`src/rtl/exhaustive_sweep_capture.sv`:
```
// Exhaustive input sweep generator with response capture.
// Drives every pattern 0..2^N_IN-1 to a DUT and holds each for HOLD cycles.
// It then samples the response and streams {pattern, response} over valid/ready.
// A rotate-xor signature is folded over all responses.
module exhaustive_sweep_capture #(
  parameter int unsigned N_IN  = 4,
  parameter int unsigned N_OUT = 1,
  parameter int unsigned HOLD  = 1,
  parameter int unsigned SIG_W = 16
) (
  input  logic                  CK,
  input  logic                  reset,
  input  logic                  start,
  input  logic                  abort,
  output logic [N_IN-1:0]       N,
  input  logic [N_OUT-1:0]      dut_out,
  output logic                  rec_valid,
  input  logic                  rec_ready,
  output logic [N_IN+N_OUT-1:0] rec_data,
  output logic                  busy,
  output logic                  done,
  output logic [SIG_W-1:0]      signature,
  output logic [N_IN:0]         rec_count
);

  localparam int unsigned RecW = N_IN + N_OUT;
  localparam int unsigned CntW = N_IN + 1;
  localparam logic [7:0] HoldLast = 8'(HOLD - 1);

  typedef enum logic [1:0] {StIdle, StApply, StEmit, StDone} state_e;

  state_e            state_q, state_d;
  logic [N_IN-1:0]   n_q, n_d;
  logic [7:0]        hold_q, hold_d;
  logic [SIG_W-1:0]  sig_q, sig_d;
  logic [CntW-1:0]   cnt_q, cnt_d;
  logic [RecW-1:0]   rec_data_q, rec_data_d;
  logic              rec_valid_q, rec_valid_d;
  logic              busy_q, busy_d;
  logic              done_q, done_d;

  logic              hold_done;
  logic              xfer;
  logic              n_last;
  logic [SIG_W-1:0]  sig_rot;

  assign hold_done = (hold_q == HoldLast);
  assign xfer      = rec_valid_q & rec_ready;
  assign n_last    = &n_q;
  assign sig_rot   = (sig_q << 1) | (sig_q >> (SIG_W - 1));

  // State register.
  always_ff @(posedge CK or negedge reset) begin
    if (!reset) begin
      state_q <= StIdle;
    end else begin
      state_q <= state_d;
    end
  end

  // Next-state logic; abort beats a same-edge transfer or capture.
  always_comb begin
    state_d = state_q;
    unique case (state_q)
      StIdle:  if (start && !abort) state_d = StApply;
      StApply: begin
        if (abort)          state_d = StIdle;
        else if (hold_done) state_d = StEmit;
      end
      StEmit: begin
        if (abort)     state_d = StIdle;
        else if (xfer) state_d = n_last ? StDone : StApply;
      end
      StDone:  state_d = StIdle;
      default: state_d = StIdle;
    endcase
  end

  // Status flags decoded from the next state so they can be registered.
  always_comb begin
    busy_d      = (state_d == StApply) || (state_d == StEmit);
    rec_valid_d = (state_d == StEmit);
    done_d      = (state_d == StDone);
  end

  // Datapath next-state: pattern, hold counter, capture, signature, count.
  always_comb begin
    n_d        = n_q;
    hold_d     = hold_q;
    sig_d      = sig_q;
    cnt_d      = cnt_q;
    rec_data_d = rec_data_q;
    unique case (state_q)
      StIdle: begin
        if (start && !abort) begin
          n_d    = '0;
          hold_d = '0;
          sig_d  = '0;
          cnt_d  = '0;
        end
      end
      StApply: begin
        if (!abort) begin
          hold_d = hold_q + 8'd1;
          if (hold_done) begin
            rec_data_d = {n_q, dut_out};
            sig_d      = sig_rot ^ SIG_W'(dut_out);
          end
        end
      end
      StEmit: begin
        if (!abort && xfer) begin
          cnt_d = cnt_q + CntW'(1);
          // Pattern never wraps past all ones.
          if (!n_last) begin
            n_d    = n_q + N_IN'(1);
            hold_d = '0;
          end
        end
      end
      default: ;
    endcase
  end

  // Datapath and output registers.
  always_ff @(posedge CK or negedge reset) begin
    if (!reset) begin
      n_q         <= '0;
      hold_q      <= '0;
      sig_q       <= '0;
      cnt_q       <= '0;
      rec_data_q  <= '0;
      rec_valid_q <= 1'b0;
      busy_q      <= 1'b0;
      done_q      <= 1'b0;
    end else begin
      n_q         <= n_d;
      hold_q      <= hold_d;
      sig_q       <= sig_d;
      cnt_q       <= cnt_d;
      rec_data_q  <= rec_data_d;
      rec_valid_q <= rec_valid_d;
      busy_q      <= busy_d;
      done_q      <= done_d;
    end
  end

  assign N         = n_q;
  assign rec_valid = rec_valid_q;
  assign rec_data  = rec_data_q;
  assign busy      = busy_q;
  assign done      = done_q;
  assign signature = sig_q;
  assign rec_count = cnt_q;

endmodule

```
`config.mk`:
```
export PLATFORM = sky130hd
export DESIGN_NAME = exhaustive_sweep_capture
export DESIGN_NICKNAME = d
export VERILOG_FILES = /design/src/rtl/exhaustive_sweep_capture.sv
export SDC_FILE = /design/constraint.sdc
export NUM_CORES = 1
export LEC_CHECK = 0
export CAP_MARGIN = 10
export CORE_ASPECT_RATIO = 1.4
export CORE_MARGIN = 2
export CORE_UTILIZATION = 25
export DETAILED_ROUTE_END_ITERATION = 10
export HOLD_SLACK_MARGIN = 0.08
export REMOVE_ABC_BUFFERS = 1
export SLEW_MARGIN = 30
export SYNTH_ARGS = -nofsm -noshare
export SYNTH_HDL_FRONTEND = slang
export SYNTH_SLANG_ARGS = --single-unit
```
`constraint.sdc`:
```
create_clock -name CK -period 2 [get_ports CK]
set_clock_uncertainty 0.05 [all_clocks]
set_input_delay 0.5 -clock CK [delete_from_list [all_inputs] [get_ports CK]]
set_output_delay 0.5 -clock CK [all_outputs]
set_load 0.02 [all_outputs]
```
Word level (Yosys, flattened, before mapping) --
Index checks and enable logic that the tools add are counted.
Word-level totals: word-level logic and storage cells 65, bits of input ports 6, flip-flop bits (word level) 43
Operators by class: eq/ne operators 11, bitwise logic cells 4, reduce and logical (&&, ||, !) cells 15, add/subtract/negate cells 3, muxes and demuxes 23
Operator list (count):
- $mux 16 | 3
- $mux 8 | 4
- $pmux 16 s2 | 1
- $pmux 8 s3 | 1
- $or 16x1->16 | 1
- $xor 16x1->16 | 1
- $mux 2 | 6
- $mux 4 | 3
- $reduce_and 4->1 | 3
- $mux 5 | 2
- $ne 2x2->1 const B | 5
- $pmux 5 s2 | 1
- $add 8x1->8 const B | 1
- $eq 2x2->1 const B | 4
- $logic_not 8->1 | 1
- $pmux 2 s4 | 1
- $pmux 4 s2 | 1
- $reduce_and 3->1 | 2
- $add 5x1->5 const B | 1
- $reduce_and 5->1 | 1
- $add 4x1->4 const B | 1
- $eq 2x1->1 const B | 2
- $reduce_bool 2->1 | 2
- $reduce_bool 3->1 | 1
- other kinds (6) | 7

Logic depth before layout (Yosys ltp) --
depth in word-level cells 7, mapped depth 8, mapped depth without buffers 7

Worst setup path before layout --
OpenSTA, ideal clock, no wires.
kind flip-flop to flip-flop, start point register hold_q[4], end point register busy_q, in the netlist busy, data required time 1.887 ns, period minus slack after synthesis 1.902 ns, cell stages (with the launch flop) 7, data arrival time 1.789 ns, library setup time 0.063 ns, setup slack 0.098 ns, path through dfrtp_1 > or4_4 > nor3_4 > buf_4 > a21o_1 > ha_1 > inv_1
On the way: word-level cells in the longest chain between the ends 6, elaborated cells on any way between the ends 7, classes of those cells eq/ne (2); mux (3); reduce/logical (2)
Ends and longest elaborated chain:
- start: declaration | RTL line 34 | logic [7:0] hold_q, hold_d;
- start signal: assignment | RTL line 138 | hold_q <= hold_d;
- $logic_not 8->1 (*) | RTL line 47 | assign hold_done = (hold_q == HoldLast);
- $mux 2 (*) | RTL line 68 | else if (hold_done) state_d = StEmit;
- $mux 2 (*) | RTL line 67 | if (abort) state_d = StIdle;
- $pmux 2 s4 (*) | RTL line 64 | unique case (state_q)
- net state_d[1] | RTL line 32 | state_e state_q, state_d;
- $eq 2x1->1 or $eq 2x2->1 (tied branches) | RTL line 81 | busy_d = (state_d == StApply) || (state_d == StEmit);
- $logic_or 1x1->1 (*) | RTL line 81
- net busy_d | RTL line 39 | logic busy_q, busy_d;
- end signal: assignment | RTL line 143 | busy_q <= busy_d;
- end: declaration | RTL line 39
Mark *: on every way through the listed nets, which the timed path passes. The rest lies on a longest branch. A chain may end at the register's enable or synchronous reset.

Final worst setup path --
start point register n_q[0], in the netlist N[0], end point output port N[0]
RTL lines:
- start: declaration | RTL line 33 | logic [N_IN-1:0] n_q, n_d;
- start signal: assignment | RTL line 137 | n_q <= n_d;
- end: declaration | RTL line 15 | output logic [N_IN-1:0] N,
No word-level cell between the ends.

==> Flow_metrics.wiki <==
{| class="wikitable"
! Metric !! Value
|-
| Overall die height || 110 um
|-
| Sink Count || 43
|-
| Starting DRT DRC Count || between 40 and 50
|-
| Hold Vio Cnt, Final || 0
|-
| Endpoint required time on the critical path || 1.45 ns
|-
| Flop and latch count out of synthesis || 43
|-
| # placed instances || between 300 and 400
|-
| Areal power density over the cells || about 930 mW/mm2
|-
| Synthesized area per cell || ~12 um2
|-
| Ys async rst share || 100%
|-
| Hold crit path type || primary input to asynchronous set/reset pin
|-
| Final clock period utilization by the worst path || 97.0%
|-
| Total stage count of the critical path || 1
|-
| Number of enable-type register cells in the synthesized netlist || 0
|-
| Result of the run || complete, no violations
|-
| Arrival time at the worst endpoint || 1.39 ns
|-
| Initial antenna violation count || 0
|-
| Final-report max-slew violation count || 0
|-
| Largest area contributor in the synthesized netlist || dfrtp_1
|-
| Row count || 38
|-
| Pre-antenna DRT Iters || 4
|-
| Post-synthesis adder-cell area fraction || 3.77%
|-
| Clock slew at the register clock pins of the worst setup and hold paths || ~0.08 ns
|-
| Synthesis-to-finish area growth || 37.6%
|-
| Main combinational cell family by area after synthesis || compound AO/OA/AOI/OAI gates
|-
| Root cell of the clock tree || clkbuf_8
|-
| Register share of total power || a little over two fifths
|-
| WL met1 || ~1800 um
|-
| Number of cells in the finished layout apart from fillers || 330
|-
| Number of setup buffers added after CTS || 0
|-
| Share of layout cells above drive strength 1 || 16.1%
|-
| Top-Level Pins || 39
|-
| Insertion delay to the later sink of the worst-skew pair || slightly below 0.3 ns
|-
| Worst reg2reg path startpoint || hold_q[5]$_DFFE_PN0P_
|-
| Crit path capture || N[0]
|-
| Detailed Route WL || around 4100 um
|-
| Netlist area before placement || between 0.0015 and 0.002 mm2
|-
| Register area share after synthesis || approximately 54%
|-
| Final nets || roughly 240
|-
| Vias || ~1.5k
|-
| Placeable Area || approximately 0.0077 mm2
|-
| Maximum vdd drop || approximately 0.32 mV
|-
| Summed area of non-filler cells in the final layout || around 0.0027 mm2
|-
| Number of antenna diodes || 0
|-
| Highest clock frequency the design can meet || roughly 0.52 GHz
|-
| Worst path top cell family by delay || buffers and inverters
|-
| Via count of the first global-routing pass || between 1k and 1.5k
|-
| CP Launch Type || flip-flop
|-
| GPL Wtd Cong || slightly below 0.8
|-
| Most used flip-flop cell after synthesis || dfrtp_1
|-
| DRC Markers || 0
|-
| Total overflow reported by the global router || 0
|-
| RSZ-0062 raised after global routing || no
|-
| Max stage delay on crit path || 0.64 ns
|-
| Post-DR wirelength/cell || approximately 12 um
|-
| Num CTS Buffers || 5
|-
| Placed wire-length estimate after detailed placement || between 3000 and 4000 um
|-
| Number of standard cells after synthesis || 172
|-
| Post-placement cell area || 0.00262 mm2
|-
| Number of vias per cell after detailed routing || 4.61
|-
| CP max FO || 6
|-
| Number of cells upsized or downsized after cts || 0
|-
| Xor and xnor fraction of the mapped netlist area || 1.32%
|-
| Crit path cell chain || clkdlybuf4s50_1
|-
| Worst Max-Slew Pin Slew || roughly 0.67 ns
|-
| Clock tree from TritonCTS || done
|-
| Die X || 79.4 um
|-
| Mux contribution to synthesized area || under 10%
|-
| Source of the critical timing path || N[0]$_DFFE_PN0P_
|-
| Number of fill cells in the layout || roughly 770
|-
| Switching power || around 0.81 mW
|-
| Worst Setup End Kind || primary output
|-
| GR Util All Layers || between 10% and 20%
|-
| Area share of and/or/nand/nor cells after synthesis || between 10% and 20%
|-
| Highest metal layer used by the detailed router || met4
|-
| Crit-path slowest cell || clkdlybuf4s50_1
|-
| Portion of total power attributed to the clock network || a little over a quarter
|-
| Max clock buf depth || 2
|-
| Cell types with the largest area share after synthesis || dfrtp_1, a22o_1, ha_1
|-
| Switching share of power || a little under a third
|-
| Count of input and output buffers || 38
|-
| Int Power || between 1.5 and 2 mW
|-
| Number of levels the H-tree was split into || 2
|-
| Relative contribution of combinational cells to total power || 31.1%
|-
| R2r setup slk || roughly 0.080 ns
|-
| Number of max-cap violations || 0
|-
| DIE AREA || 0.00870 mm2
|-
| Hold Buf Count CTS || 0
|-
| Routed wl met2 || around 2100 um
|-
| Min Clock Period, post-route || 1.94 ns
|-
| Initial cell density of the core || ~26%
|-
| Tightest slew margin relative to the limit || 55.5%
|-
| Final ANT Viol Nets || 0
|-
| Pin count of the biggest net entering global routing || 24
|-
| Post-synthesis cell type count || 42
|-
| Number of cells traversed by the worst register-to-register path || 4
|-
| Leak pwr || around 1.3 nW
|-
| Detailed route wirelength on metal3 || about 140 um
|-
| Buffers & Inverters on Critical Path || 1
|-
| Worst reg2reg endpoint || rec_data[4]$_DFFE_PN0P_
|-
| Count of yosys warnings during synthesis || 0
|-
| Worst setup path category || flip-flop to primary output
|-
| Post-synthesis compound-gate area fraction || about 17%
|-
| First-pass GRT wire length || between 6000 and 7000 um
|-
| Final setup violating endpoints || 0
|-
| Top cell type's share of synthesized area || 54.1%
|}
## worst min path at each step
stage          startpoint                       to  slack, ns  cells after the start
2_1_floorplan       reset         N[0]$_DFFE_PN0P_       0.15                      0
6_report            reset  rec_data[0]$_DFFE_PN0P_       0.10                      1
4_1_cts             reset  rec_data[0]$_DFFE_PN0P_       0.12                      1
5_1_grt             reset  rec_data[0]$_DFFE_PN0P_       0.12                      1
3_5_place_dp        reset  rec_data[2]$_DFFE_PN0P_       0.44                      1
3_3_place_gp        reset  rec_data[2]$_DFFE_PN0P_       0.44                      1
## state kept, by name, summed over array words and instances (netlist names)
| signal | flops |
|---|---|
| signature | 16 |
| N | 4 |
| busy | 1 |
| rec_data | 5 |
| done | 1 |
| hold_q | 8 |
| rec_valid | 1 |
| rec_count | 5 |
| state_q | 2 |
## cells by family (layout without fill, tap and decap cells)
group,count (synthesis),after routing
XOR/XNOR,3,3
multiplexers,8,8
adder cells (fa/ha/maj),6,6
flip-flops,43,43
AO/OA/AOI/OAI,42,42
buffers and inverters,11,69
AND/OR/NAND/NOR,59,59
## cell type report
cell class                 count  area [um2]  area share, %
sequential                    43        1080           39.3
multi-input combinational    118         861           31.4
tap                          100         125           4.57
clock inverter                 2        35.0           1.28
inverter                       5        18.8          0.685
clock buffer                   6        82.6           3.02
timing repair buffer          56         541           19.7
## cell usage in the layout (no fill, tap or decap), types with 6 or more instances in the layout
cell / count
a22o_1: 19
clkbuf_8: 6
nand3_1: 11
o21ai_0: 6
dfrtp_1: 43
nand2_1: 13
ha_1: 6
nor2_1: 8
clkdlybuf4s50_1: 35
buf_4: 16
## power by group through the flow
stage          sequential (mW)  combinational [mW]  clock [mW]
2_1_floorplan             1.15               0.360           0
3_3_place_gp              1.08               0.795           0
3_5_place_dp              1.08               0.807           0
4_1_cts                   1.06               0.809       0.721
5_1_grt                   1.09               0.871       0.764
6_report                  1.06               0.791       0.696
## cell usage after synthesis (5+ instances only)
library cell and instances:
inv_1 5, ha_1 6, a22o_1 19, nor2_1 8, and2_1 5, nand2_1 13
o21ai_0 6, dfrtp_1 43, nand3_1 11
## routing by layer
| layer | track usage (%) | vias to the layer above |
|---|---|---|
| met2 | 17.5 | 31 |
| met3 | 2.13 | 7 |
| li1 | - | 745 |
| met4 | 5.67 | 0 |
| met5 | 0 | - |
| met1 | 12.0 | 739 |
## through the flow
stage	setup TNS [ns]	power (mW)	setup slack, ns	util, %	hold WS, ns
after floorplan	-0.621	1.51	-0.133	-	0.154
after global placement	-0.952	1.87	-0.0866	33.8	0.435
after detailed placement	-1.35	1.89	-0.0897	33.8	0.443
after CTS	0	2.59	0.0203	35.3	0.118
after global routing	0	2.72	0.000114	35.3	0.118
final	0	2.55	0.0605	35.3	0.104
Note: power is estimated with default switching activity, not from simulation.
